$ cat src/rtl/alu32_rr_scheduler.sv
// Round-robin scheduler sharing one combinational alu32 among NUM_REQ requesters,
// with a single-entry registered response buffer tagged by requester index.
module alu32_rr_scheduler #(
  parameter int unsigned NUM_REQ    = 4,
  parameter int unsigned MAX_OPCODE = 15,
  localparam int unsigned IDW       = $clog2(NUM_REQ)
) (
  input  logic                  clk,
  input  logic                  rst_n,
  input  logic [NUM_REQ-1:0]    req_valid,
  output logic [NUM_REQ-1:0]    req_ready,
  input  logic [NUM_REQ*32-1:0] req_a,
  input  logic [NUM_REQ*32-1:0] req_b,
  input  logic [NUM_REQ*5-1:0]  req_opcode,
  output logic [31:0]           alu_a,
  output logic [31:0]           alu_b,
  output logic [4:0]            alu_opcode,
  input  logic [31:0]           alu_result,
  input  logic                  alu_zero,
  input  logic                  alu_negative,
  input  logic                  alu_carry_out,
  input  logic                  alu_overflow,
  output logic                  rsp_valid,
  input  logic                  rsp_ready,
  output logic [IDW-1:0]        rsp_id,
  output logic [31:0]           rsp_result,
  output logic [3:0]            rsp_flags,
  output logic                  rsp_err,
  output logic [31:0]           issue_count
);

  typedef enum logic {
    EMPTY = 1'b0,
    FULL  = 1'b1
  } state_t;

  state_t         state_q, state_d;
  logic [IDW-1:0] ptr_q, ptr_d;
  logic [IDW-1:0] grant;
  logic [IDW-1:0] cand;
  logic           found;
  logic           can_accept;
  logic           xfer;
  logic           illegal;
  logic [IDW-1:0] rsp_id_d;
  logic [31:0]    rsp_result_d;
  logic [3:0]     rsp_flags_d;
  logic           rsp_err_d;
  logic [31:0]    issue_count_d;

  assign rsp_valid = (state_q == FULL);

  // Arbitration, ALU operand mux and next-state/response computation.
  always_comb begin
    state_d       = state_q;
    ptr_d         = ptr_q;
    grant         = '0;
    cand          = '0;
    found         = 1'b0;
    req_ready     = '0;
    alu_a         = '0;
    alu_b         = '0;
    alu_opcode    = '0;
    illegal       = 1'b0;
    rsp_id_d      = rsp_id;
    rsp_result_d  = rsp_result;
    rsp_flags_d   = rsp_flags;
    rsp_err_d     = rsp_err;
    issue_count_d = issue_count;

    can_accept = (state_q == EMPTY) || rsp_ready;

    for (int k = 0; k < NUM_REQ; k++) begin
      cand = IDW'((32'(ptr_q) + 32'(k)) % NUM_REQ);
      if (!found && req_valid[cand]) begin
        found = 1'b1;
        grant = cand;
      end
    end

    xfer = can_accept && found;

    if (xfer) begin
      req_ready[grant] = 1'b1;
      for (int i = 0; i < NUM_REQ; i++) begin
        if (grant == IDW'(i)) begin
          alu_a      = req_a[32*i +: 32];
          alu_b      = req_b[32*i +: 32];
          alu_opcode = req_opcode[5*i +: 5];
        end
      end
    end

    illegal = xfer && (alu_opcode > 5'(MAX_OPCODE));

    if (xfer) begin
      state_d  = FULL;
      ptr_d    = IDW'((32'(grant) + 32'd1) % NUM_REQ);
      rsp_id_d = grant;
      // ALU output is undefined for illegal opcodes, so it is never captured.
      rsp_result_d = illegal ? 32'd0 : alu_result;
      rsp_flags_d  = illegal ? 4'd0 : {alu_zero, alu_negative, alu_carry_out, alu_overflow};
      rsp_err_d    = illegal;
      if (issue_count != 32'hFFFF_FFFF) begin
        issue_count_d = issue_count + 32'd1;
      end
    end else if ((state_q == FULL) && rsp_ready) begin
      state_d = EMPTY;
    end
  end

  // State and response buffer registers.
  always_ff @(posedge clk or negedge rst_n) begin
    if (!rst_n) begin
      state_q     <= EMPTY;
      ptr_q       <= '0;
      rsp_id      <= '0;
      rsp_result  <= '0;
      rsp_flags   <= '0;
      rsp_err     <= 1'b0;
      issue_count <= '0;
    end else begin
      state_q     <= state_d;
      ptr_q       <= ptr_d;
      rsp_id      <= rsp_id_d;
      rsp_result  <= rsp_result_d;
      rsp_flags   <= rsp_flags_d;
      rsp_err     <= rsp_err_d;
      issue_count <= issue_count_d;
    end
  end

endmodule

$ cat config.mk
export PLATFORM = sky130hd
export DESIGN_NAME = alu32_rr_scheduler
export DESIGN_NICKNAME = d
export VERILOG_FILES = /design/src/rtl/alu32_rr_scheduler.sv
export SDC_FILE = /design/constraint.sdc
export NUM_CORES = 1
export LEC_CHECK = 0
export CAP_MARGIN = 20
export CORE_AREA = 2 2 180 182
export CTS_BUF_LIST = sky130_fd_sc_hd__clkbuf_8
export CTS_CLUSTER_SIZE = 30
export DETAILED_ROUTE_END_ITERATION = 12
export DIE_AREA = 0 0 182 184
export GPL_TIMING_DRIVEN = 0
export PLACE_DENSITY = 0.58
export REMOVE_ABC_BUFFERS = 1
export SETUP_SLACK_MARGIN = 0.5
export SLEW_MARGIN = 20
export SYNTH_ARGS = -nofsm -noshare
export SYNTH_HDL_FRONTEND = slang
export SYNTH_SLANG_ARGS = --single-unit
export TNS_END_PERCENT = 100
$ cat constraint.sdc
create_clock -name clk -period 5.5 [get_ports clk]
set_input_delay 1.1 -clock clk [delete_from_list [all_inputs] [get_ports clk]]
set_output_delay 1.1 -clock clk [all_outputs]
set_load 0.005 [all_outputs]
# Word level (Yosys, flattened, before mapping)
# Index checks and enable logic that the tools add are counted.
# Widths: inputs -> output; s select.
[word_totals]
ff_bits = 74
in_bits = 319
output_inout_bits = 145
word_cells = 76
[classes]
addsub = 5
n_lt_le_gt_ge = 7
n_eq_ne = 4
n_mux = 38
n_bitwise = 1
reduce_logical = 14
[ops]
columns = ["cell", "count"]
rows = [
  ["$mux 32", 11],
  ["$add 32x1->32 const B", 1],
  ["$ne 32x32->1 const B", 1],
  ["$mux 5", 5],
  ["$lt 2x3->1 const B", 5],
  ["$mux 1", 11],
  ["$bmux 1 s2", 4],
  ["$mux 2", 4],
  ["$mux 4", 2],
  ["$logic_and 1x1->1", 7],
  ["$gt 5x4->1 const B", 1],
  ["$add 2x1->2 const B", 2],
  ["$add 2x2->2 const B", 2],
  ["$eq 2x2->1 const B", 2],
  ["$logic_not 1->1", 3],
  ["$demux 1 s2", 1],
  ["$eq 2x1->1 const B", 1],
  ["$ge 2x1->1 const B", 1],
  ["$logic_not 2->1", 1],
  ["$reduce_and 2->1", 1],
  ["$reduce_bool 2->1", 1],
  ["$logic_or 1x1->1", 1],
  ["$not 1->1", 1],
]

# Longest topological paths before layout
# Gate-level depths: netlist of the first run.
[depth]
ltp_word = 21
mapped_depth = 14
ltp_nobuf = 11

# Worst setup path before layout of the first run
# OpenSTA, ideal clock, no wires.
[synth_timing]
path_kind = "input-to-output"
startpoint = "input port req_valid[0]"
endpoint = "output port alu_a[2]"
arrival_time_ns = 3.008
t_required_ns = 4.400
setup_slack_ns = 1.392
path_stages = 14
path_buffers = 3
path_cell_list = "nor2b_1 a21oi_1 nor2_1 a211o_1 inv_1 ha_1 buf_2 nor2b_1 buf_2 buf_1 a221oi_1 nor3_1 a21oi_1 nor2_1"
[synth_via]
elab_chain_len = 18
elab_cells_between_ends = 32
classes_between = "3 x eq/ne; 21 x mux; 8 x reduce/logical"
[synth_lines]
columns = ["item", "line", "source"]
rows = [
  ["start, declared", "10", "input logic [NUM_REQ-1:0] req_valid,"],
  ["$bmux 1 s2", "75", "if (!found && req_valid[cand]) begin"],
  ["$mux 1 (implied by the code)", "75", ""],
  ["$mux 1", "75", ""],
  ["$logic_not 1->1", "75", ""],
  ["$logic_and 1x1->1", "75", ""],
  ["$mux 1", "75", ""],
  ["$logic_not 1->1", "75", ""],
  ["$logic_and 1x1->1", "75", ""],
  ["$mux 1", "75", ""],
  ["$logic_not 1->1", "75", ""],
  ["$logic_and 1x1->1", "75", ""],
  ["$mux 2 (*)", "75", ""],
  ["net grant[0]", "39", "logic [IDW-1:0] grant;"],
  ["$logic_not 2->1", "86", "if (grant == IDW'(i)) begin"],
  ["$mux 32 (3 in a row)", "86", ""],
  ["$mux 32 (*)", "86", ""],
  ["$mux 32 (*)", "83", "if (xfer) begin"],
  ["end, declared", "15", "output logic [31:0] alu_a,"],
]
# Mark *: on every way through the listed nets, which the timed path passes. The rest lies on a longest branch. The select of a mux whose other input is x is not followed.

# Final worst setup path of the first run
[layout_timing]
startpoint = "input port req_valid[0]"
endpoint = "output port alu_opcode[1]"
[layout_via]
elab_chain_len = 18
elab_cells_between_ends = 32
classes_between = "3 x eq/ne; 21 x mux; 8 x reduce/logical"
[layout_lines]
columns = ["item", "line", "source"]
rows = [
  ["$bmux 1 s2", "75", ""],
  ["$mux 1 (implied by the code)", "75", ""],
  ["$mux 1", "75", ""],
  ["$logic_not 1->1", "75", ""],
  ["$logic_and 1x1->1", "75", ""],
  ["$mux 1", "75", ""],
  ["$logic_not 1->1", "75", ""],
  ["$logic_and 1x1->1", "75", ""],
  ["$mux 1", "75", ""],
  ["$logic_not 1->1", "75", ""],
  ["$logic_and 1x1->1", "75", ""],
  ["$mux 2 (*)", "75", ""],
  ["net grant[0]", "39", ""],
  ["$logic_not 2->1", "86", ""],
  ["$mux 5 (3 in a row)", "86", ""],
  ["$mux 5 (*)", "86", ""],
  ["$mux 5 (*)", "83", ""],
  ["end, declared", "17", "output logic [4:0] alu_opcode,"],
]
# Marked as above.

==> results of run 1 <==
## cell usage in the layout, fill, tap and decap left out, types with 11 or more instances in the layout
cell type / count
clkdlybuf4s50_1: 450
nor2_1: 149
nand2_1: 101
a21oi_1: 74
dfrtp_1: 74
nor3_1: 70
a221oi_1: 57
nand3_1: 47
xnor2_1: 17
nand4_1: 12
buf_4: 12
xor2_1: 11
## report_power, final
part           switching, mW  internal (mW)  total (mW)
logic                   1.28           1.36        2.64
clock network          0.238          0.163       0.401
registers              0.130          0.678       0.808
## per-layer routing
metal / global-route usage, % / vias up / part of all wire (%)
met5: 0 / - / 0.14
met1: 21.3 / 3610 / 40
met2: 30.2 / 362 / 48
met3: 5.57 / 65 / 8.2
li1: - / 3611 / -
met4: 4.94 / 6 / 2.8
## final cells by class
class	instances	area share (%)
timing repair buffer	488	45.1
multi-input combinational	611	31.6
sequential	74	16.5
tap	402	4.48
clock buffer	9	1.10
clock inverter	7	0.412
timing repair inverter	3	0.401
inverter	7	0.379
antenna	3	0.0668
## worst max-delay path by stage
stage	from	end	slack, ps	depth (start not counted)
floorplan	req_valid[0]	alu_opcode[4]	-1640	8
global placement	req_valid[1]	alu_opcode[4]	-5920	10
detailed placement	req_valid[0]	alu_opcode[4]	-760	12
CTS	req_valid[0]	alu_opcode[4]	570	13
global route	req_valid[1]	alu_opcode[1]	430	14
finish	req_valid[0]	alu_opcode[1]	560	13
## per-stage QoR
| stage | cell area (um2) | std cells | TNS (ps) | utilization [%] | setup WS, ps |
|---|---|---|---|---|---|
| 2_1_floorplan | 5220 | 691 | -100810 | - | -1640 |
| 3_3_place_gp | 10400 | 1556 | -539360 | 33.0 | -5920 |
| 3_5_place_dp | 10700 | 1566 | -21920 | 34.0 | -757 |
| 4_1_cts | 11100 | 1600 | 0 | 35.4 | 566 |
| 5_1_grt | 11200 | 1601 | 0 | 35.8 | 433 |
| 6_report | 11200 | 1604 | 0 | 35.8 | 563 |
## critical path: stages
cell             delay (ps)
dlygate4sd2_1           280
nor2b_2                 170
a21oi_1                 110
nor2_1                   60
a211o_1                 280
inv_2                   130
ha_4                    250
buf_16                  280
a221oi_1                150
nor3_1                  210
a21oi_2                  80
nor2_1                  120
clkdlybuf4s50_1         540
## sequential cells by signal, summed over array words and instances, names as in the netlist
| signal | flops |
|---|---|
| rsp_flags | 4 |
| rsp_id | 2 |
| rsp_err | 1 |
| rsp_result | 32 |
| rsp_valid | 1 |
| ptr_q | 2 |
| issue_count | 32 |
## cell families after synthesis
| logic type | Yosys count | synth area share [%] |
|---|---|---|
| compound gates | 154 | 19.1 |
| xor+xnor | 28 | 4.47 |
| fa+ha+maj | 5 | 1.14 |
| buf+inv | 73 | 5.34 |
| flops | 74 | 33.7 |
| mux | 2 | 0.410 |
| simple gates | 421 | 35.8 |
## repair_timing
| action | CTS | global route |
|---|---|---|
| hold buffers | 0 | 0 |
| pin swaps | 6 | 4 |
| gates cloned | 5 | 1 |
| gates resized for setup | 26 | 22 |
| setup endpoints to repair | 70 | 55 |
| setup buffers | 13 | 0 |
==> results_dict.tcl, run 1 <==
set metrics [dict create \
    maxSlewViolCount 0 \
    synth_common_cells "nor2_1, nand2_1, a21oi_1, dfrtp_1, nor3_1" \
    wire_per_inst_um 19.5 \
    finalClockSkew_ps 18.6 \
    fp-row-count 65 \
    worstPathArrival_ps 3840 \
    die_x_um 182 \
    cts.clk_slew.worst_paths_ps 90 \
    dieArea_um2 33500 \
    worstPathMaxFanout 60 \
    min_from "rsp_result[29]" \
    total_power_mw 3.85 \
    cts_buffers 9 \
    synthCells 757 \
    critPathRequiredTime_ps 4400 \
    drive_gt1_share_pct 7.09 \
    multi_input_area_um2 3550 \
    grt_usage_pct 17.7 \
    area_growth_pct 105 \
    cts_tree "done" \
    synth_area_leaders "dfrtp_1, a221oi_1, nor2_1" \
    hpwl_um 22300 \
    yosysTopAreaCell "dfrtp_1" \
    vias 7654 \
    vdd.ir_drop.worst_mv 0.180 \
    gr-total-overflow 0 \
    worstSetupEndpointType "output pin" \
    grt_pass1_vias 7617 \
    antenna_found_initial 6 \
    rrSetupSlack_ps 2650 \
    maxCapViolCount 0 \
    worstMarginPinSlew_ps 979 \
    ant_nets 0 \
    r2r_end "rsp_flags[3]" \
    setup_viol 0 \
    max_freq_ghz 0.203 \
    ctsLongestPathBuffers 2 \
    hold_end "rsp_result[29]" \
    power.density_nw_per_um2 343 \
    synth-main-ff-cell "dfrtp_1" \
    avgSynthCellArea_um2 7.25 \
    synthDistinctLibCells 42 \
    synth_seq_cells 74 \
    synth_edf_count 0 \
    rr_worst_depth 14 \
    synth.top_cell.area_share_pct 33.7 \
    drt_iter0_drc 343 \
    fill_cells 3276 \
    io_buffers 463 \
    p_leak_nw 4.46 \
    synth_most_common_cell "nor2_1" \
    max-slew-margin-rel_pct 34.2 \
    rsz0062_at_grt "yes" \
    place.gp.congestion 0.844 \
    regArea_um2 1850 \
    finalHoldViolCount 0 \
    clk_latency_ps 370 \
    hold-worst-slack_ps 480 \
    routed_wl_um 31200 \
    yosys_warnings 0 \
    holdCritPathClass "reg -> reg" \
    status "completed" \
    grt_max_degree 64 \
    r2r-start "ptr_q[1]" \
    min_path_cells 2 \
    clkSinkCount 74 \
    grt_pass1_wl_um 45800 \
    die_y_um 184 \
    dr.pass1.iters 5 \
    start_kind "input pin" \
    io_pins 464 \
    min_period_ps 4940 \
    syn_area_um2 5490 \
    path_class "in -> out" \
    async_flop_share_pct 100 \
    initial_core_util_pct 17.5 \
    clockRootBuffer "clkbuf_8" \
    finalCritPeriodShare_pct 89.8 \
    core_area_um2 31400 \
    htreeDepth 3 \
    via_per_inst 4.77 \
    seq_area_frac_synth_pct 33.7 \
    nets 1518 \
    drc_errors 0 \
]
No activity file was read; power rests on OpenSTA's default activity.
==> run 2: changes to the inputs <==
--- a/config.mk
+++ b/config.mk
@@ -12,7 +12,6 @@
 export DETAILED_ROUTE_END_ITERATION = 12
 export DIE_AREA = 0 0 182 184
 export GPL_TIMING_DRIVEN = 0
-export PLACE_DENSITY = 0.58
 export REMOVE_ABC_BUFFERS = 1
 export SETUP_SLACK_MARGIN = 0.5
 export SLEW_MARGIN = 20
==> run 2 against run 1 <==
  * Clock power up 36%
  * Setup slack worse by 27 ps
  * Utilization up 2.0 points
  * Worst hold slack worse by 1.4 ps
  * Routed wire length down 1.4%
  * Clock skew down 3.5 ps
  * Largest power group unchanged
==> results_dict.tcl, run 2 (same netlist as run 1, synthesis figures left out) <==
set metrics [dict create \
    p_sw_mw 1.78 \
    cts.clk_slew.worst_paths_ps 80 \
    nets 1524 \
    worstSetupEndpointType "output pin" \
    layout_commonest_cell "clkdlybuf4s50_1" \
    drt_iter0_drc 372 \
    post-route-util_pct 37.7 \
    holdCritPathClass "reg -> reg" \
    place.gp.congestion 0.825 \
    clockRootBuffer "clkbuf_8" \
    dr.pass1.iters 5 \
    combPwrFrac_pct 68.2 \
    critPathMostFrequentCell "nor2_1" \
    vdd.ir_drop.worst_mv 0.289 \
    maxCapViolCount 0 \
    grt_max_degree 63 \
    worst_slack_ps 536 \
    worstMarginPinSlew_ps 915 \
    routed_wl_um 30800 \
    ctsLongestPathBuffers 2 \
    core_area_um2 31400 \
    reg_top3 "issue_count x32, rsp_result x32, rsp_flags x4" \
    setup_viol 0 \
    max_freq_ghz 0.201 \
    worstPathArrival_ps 3860 \
    power.share.switching_pct 41.8 \
    p_clk_share_pct 12.8 \
    area_growth_pct 116 \
    drive_gt1_share_pct 11.0 \
    final_cell_mix "clkdlybuf4s50_1, nor2_1, nand2_1" \
    wire_per_inst_um 19.2 \
    die_x_um 182 \
    finalHoldViolCount 0 \
    finalClockSkew_ps 15.0 \
    dp_cells 1566 \
    min_period_ps 4960 \
    seq_power_share_pct 19.0 \
    cpMaxStageDelayCell "clkdlybuf4s50_1" \
    critPathRequiredTime_ps 4400 \
    cp_cell_sequence "dlygate4sd2_1 > nor2b_2 > a21oi_2 > nor2_1 > a211o_1 > buf_4 > ha_4 > nor2b_4 > buf_12 > bufbuf_16 > a221oi_2 > nor3_1 > a21oi_1 > nor2_1 > clkdlybuf4s50_1" \
    via_per_inst 4.77 \
    io_buffers 463 \
    dieArea_um2 33500 \
    clk_latency_ps 360 \
    finalCritPeriodShare_pct 90.3 \
    diodes 0 \
    grt_pass1_vias 7664 \
    grt_pass1_wl_um 45700 \
    maxSlewViolCount 0 \
    die_y_um 184 \
    start_kind "input pin" \
    fill_cells 3176 \
    ant_nets 0 \
    htreeDepth 3 \
    drc_errors 0 \
    clkSinkCount 74 \
    fp-row-count 65 \
    dp_slack_ps -789 \
    status "completed" \
    grt_usage_pct 17.4 \
    hold-worst-slack_ps 478 \
    antenna_found_initial 0 \
    max-slew-margin-rel_pct 38.4 \
    hpwl_um 21200 \
    slowest_delay_ps 450 \
    cts_tree "done" \
    rsz0062_at_grt "yes" \
    power.density_nw_per_um2 360 \
    internal_power_mw 2.49 \
    cts_buffers 9 \
    p_leak_nw 5.09 \
    io_pins 464 \
    worstPathMaxFanout 14 \
    vias 7658 \
    gr-total-overflow 0 \
    path_class "in -> out" \
    finalNonFillerCells 1607 \
    initial_core_util_pct 17.5 \
]
run 2: cell count changes in the layout (fill, tap and decap cells not counted), moves of 7 or more:
| cell | delta |
|---|---|
| a221oi_4 | +11 |
| a221oi_2 | +18 |
| dlygate4sd2_1 | +19 |
| dlymetal6s2s_1 | +22 |
| nor3_2 | +8 |
| a221oi_1 | -29 |
| nor3_1 | -7 |
| clkdlybuf4s50_1 | -42 |
run 2: critical path, delay by kind of cell:
family	cells	cell delay, ps
AOI/OAI and AO/OA	4	760
buffers and inverters	5	1320
adders and majority gates	1	170
and+or+nand+nor	5	490
run 2: timing repair:
action	4_1_cts	5_1_grt
hold buffers	0	0
setup buffers	17	1
resized for setup	46	95
endpoints found under the setup margin	70	66
gates cloned	7	0
pin swaps	7	8
run 2: cell type report:
cell class	instances	area, um2	share of cell area (%)
repair buffers	497	5290	44.6
multi-input cells	610	3890	32.8
flip-flops and latches	74	1850	15.6
well taps	402	503	4.24
clock buffers	9	124	1.05
clock inverters	7	124	1.05
inverters	7	52.6	0.444
repair inverters	1	16.3	0.137
run 2: layer usage:
| layer | vias up | wire length, um | track usage, % |
|---|---|---|---|
| met5 | - | 0 | 0 |
| met1 | 3636 | 12900 | 22.1 |
| met3 | 53 | 2250 | 4.58 |
| met2 | 356 | 14700 | 29.1 |
| li1 | 3613 | - | - |
| met4 | 0 | 877 | 5.23 |
run 2: path summary, 6_finish.rpt:
check / start / to / slack (ps) / cells past startpoint
max: req_valid[0] / alu_b[19] / 540 / 15
max in group asynchronous: rst_n / rsp_result[30] / 4250 / 2
max reg2reg: ptr_q[1] / rsp_result[1] / 2790 / 15
min reg2reg: rsp_result[21] / rsp_result[21] / 480 / 2
min in group asynchronous: rst_n / issue_count[31] / 630 / 1
min: rsp_result[21] / rsp_result[21] / 480 / 2
run 2: power groups by stage:
| stage | combinational (mW) | sequential (mW) | clock, mW |
|---|---|---|---|
| after floorplan | 1.07 | 0.808 | 0 |
| after global placement | 2.32 | 0.811 | 0 |
| after detailed placement | 2.43 | 0.816 | 0 |
| after CTS | 2.76 | 0.812 | 0.561 |
| after global routing | 3.14 | 0.837 | 0.585 |
| final | 2.91 | 0.812 | 0.547 |
run 2: stage by stage:
step	total power [mW]	TNS, ps	cell area, um2
final	4.27	0	11800
after CTS	4.13	0	11400
after floorplan	1.87	-100810	5220
after detailed placement	3.24	-26530	10700
after global placement	3.13	-561980	10400
after global routing	4.57	0	11800
==> run 3: changes to the inputs <==
--- a/config.mk
+++ b/config.mk
@@ -5,13 +5,14 @@
 export SDC_FILE = /design/constraint.sdc
 export NUM_CORES = 1
 export LEC_CHECK = 0
-export CAP_MARGIN = 20
 export CORE_AREA = 2 2 180 182
 export CTS_BUF_LIST = sky130_fd_sc_hd__clkbuf_8
 export CTS_CLUSTER_SIZE = 30
 export DETAILED_ROUTE_END_ITERATION = 12
 export DIE_AREA = 0 0 182 184
+export GPL_ROUTABILITY_DRIVEN = 1
 export GPL_TIMING_DRIVEN = 0
+export RECOVER_POWER = 25
 export REMOVE_ABC_BUFFERS = 1
 export SETUP_SLACK_MARGIN = 0.5
 export SLEW_MARGIN = 20
==> run 3 against run 2 <==
  * The flow now finishes with violations (max-capacitance violations, max-slew violations)
  * Via count down 0.69%
  * Sequential cell count did not move
  * Combinational power about the same
  * Routed wire length down 0.12%
  * Largest cell class unchanged
  * Cell area is 0.23% lower
  * Critical endpoint unchanged
  * Cell count stayed put
  * Largest power group unchanged
  * Clock power barely moved
  * Total power decreased by 0.14%
  * Worst hold slack worse by 1.8 ps
==> results_dict.tcl, run 3 (same netlist as run 1, synthesis figures left out) <==
set metrics [dict create \
    status "complete, but fails checks" \
    violations "max-capacitance violations, max-slew violations" \
    drc_errors 0 \
    grt_usage_pct 17.4 \
    worstPathMaxFanout 14 \
    maxCapViolCount 1 \
    io_pins 464 \
    hold-worst-slack_ps 477 \
    grt_pass1_wl_um 45700 \
    layout_commonest_cell "clkdlybuf4s50_1" \
    start_kind "input pin" \
    finalHoldViolCount 0 \
    antenna_found_initial 0 \
    fill_cells 3179 \
    core_area_um2 31400 \
    die_x_um 182 \
    critPathRequiredTime_ps 4400 \
    cts.clk_slew.worst_paths_ps 80 \
    vdd.ir_drop.worst_mv 0.287 \
    reg_top3 "issue_count x32, rsp_result x32, rsp_flags x4" \
    rsz0062_at_grt "yes" \
    total_power_mw 4.26 \
    initial_core_util_pct 17.5 \
    clkSinkCount 74 \
    clockRootBuffer "clkbuf_8" \
    place.gp.congestion 0.825 \
    p_leak_nw 5.07 \
    cts_buffers 9 \
    fp-row-count 65 \
    clk_latency_ps 360 \
    finalCritPeriodShare_pct 90.2 \
    dr.pass1.iters 4 \
    max_freq_ghz 0.202 \
    ctsLongestPathBuffers 2 \
    path_class "in -> out" \
    grt_max_degree 63 \
    nets 1524 \
    setup_viol 0 \
    cts_tree "done" \
    max-slew-margin-rel_pct -97.9 \
    io_buffers 463 \
    area_growth_pct 115 \
    holdCritPathClass "reg -> reg" \
    hpwl_um 21200 \
    routed_wl_um 30800 \
    via_per_inst 4.73 \
    cts-hold-fix-buffers 0 \
    drive_gt1_share_pct 10.8 \
    maxSlewViolCount 53 \
    worstPathArrival_ps 3860 \
    worstMarginPinSlew_ps 2970 \
    drt_iter0_drc 378 \
    die_y_um 184 \
    htreeDepth 3 \
    wire_per_inst_um 19.1 \
    vias 7605 \
    ant_nets 0 \
    gr-total-overflow 0 \
    power.density_nw_per_um2 361 \
    worstSetupEndpointType "output pin" \
    dieArea_um2 33500 \
    grt_pass1_vias 7664 \
    finalClockSkew_ps 13.0 \
    diodes 0 \
    final_cell_mix "clkdlybuf4s50_1, nor2_1, nand2_1" \
    min_period_ps 4960 \
]
## run 3: what timing repair did
| item | in CTS | in global routing |
|---|---|---|
| gates resized for setup | 46 | 95 |
| setup buffers | 17 | 1 |
| endpoints found under the setup margin | 70 | 66 |
| cloned | 7 | 0 |
| pin swaps | 7 | 8 |
## run 3: final timing paths
| check | from | endpoint | slack [ps] | cells past startpoint |
|---|---|---|---|---|
| worst max-delay path | req_valid[0] | alu_b[19] | 540 | 15 |
| worst min-delay path | rsp_result[21] | rsp_result[21] | 480 | 2 |
| worst min register to register | rsp_result[21] | rsp_result[21] | 480 | 2 |
| worst max register to register | ptr_q[1] | rsp_result[1] | 2810 | 15 |
| min in group asynchronous | rst_n | issue_count[31] | 990 | 1 |
| max in group asynchronous | rst_n | rsp_result[30] | 1080 | 2 |
## run 3: per-stage QoR
| stage | std cells | instance area (um2) | setup slack (ps) | setup TNS [ps] | utilization, % |
|---|---|---|---|---|---|
| 3_3_place_gp | 1556 | 10400 | -6400 | -561980 | 33.0 |
| 6_report | 1607 | 11800 | 538 | 0 | 37.7 |
| 5_1_grt | 1607 | 11800 | 332 | 0 | 37.7 |
| 4_1_cts | 1606 | 11400 | 440 | 0 | 36.3 |
| 3_5_place_dp | 1566 | 10700 | -789 | -26530 | 34.0 |
| 2_1_floorplan | 691 | 5220 | -1640 | -100810 | - |
## run 3: worst max-delay path, cell delays in order
cell	delay (ps)
dlygate4sd2_1	280
nor2b_2	180
a21oi_2	110
nor2_1	50
a211o_1	280
buf_4	160
ha_4	170
nor2b_4	140
buf_12	140
bufbuf_16	290
a221oi_2	230
nor3_1	60
a21oi_1	140
nor2_1	60
clkdlybuf4s50_1	450
## run 3: cell type report
type	count	area, um2	share of cell area [%]
timing repair buffer	497	5260	44.5
multi-input combinational	610	3890	32.9
sequential	74	1850	15.7
tap	402	503	4.25
clock buffer	9	124	1.05
clock inverter	7	124	1.05
inverter	7	52.6	0.445
timing repair inverter	1	16.3	0.138
## run 3: where the power goes
group	internal [mW]	switching, mW
Combinational	1.50	1.41
Sequential	0.678	0.134
Clock	0.306	0.241
Total	2.48	1.78
## run 3: routing by layer
metal	share of wire [%]	wire length, um	global-route usage, %
met5	0	0	0
met4	2.8	870	5.23
met3	7.3	2260	4.58
met2	48	14800	29.1
met1	42	12900	22.1
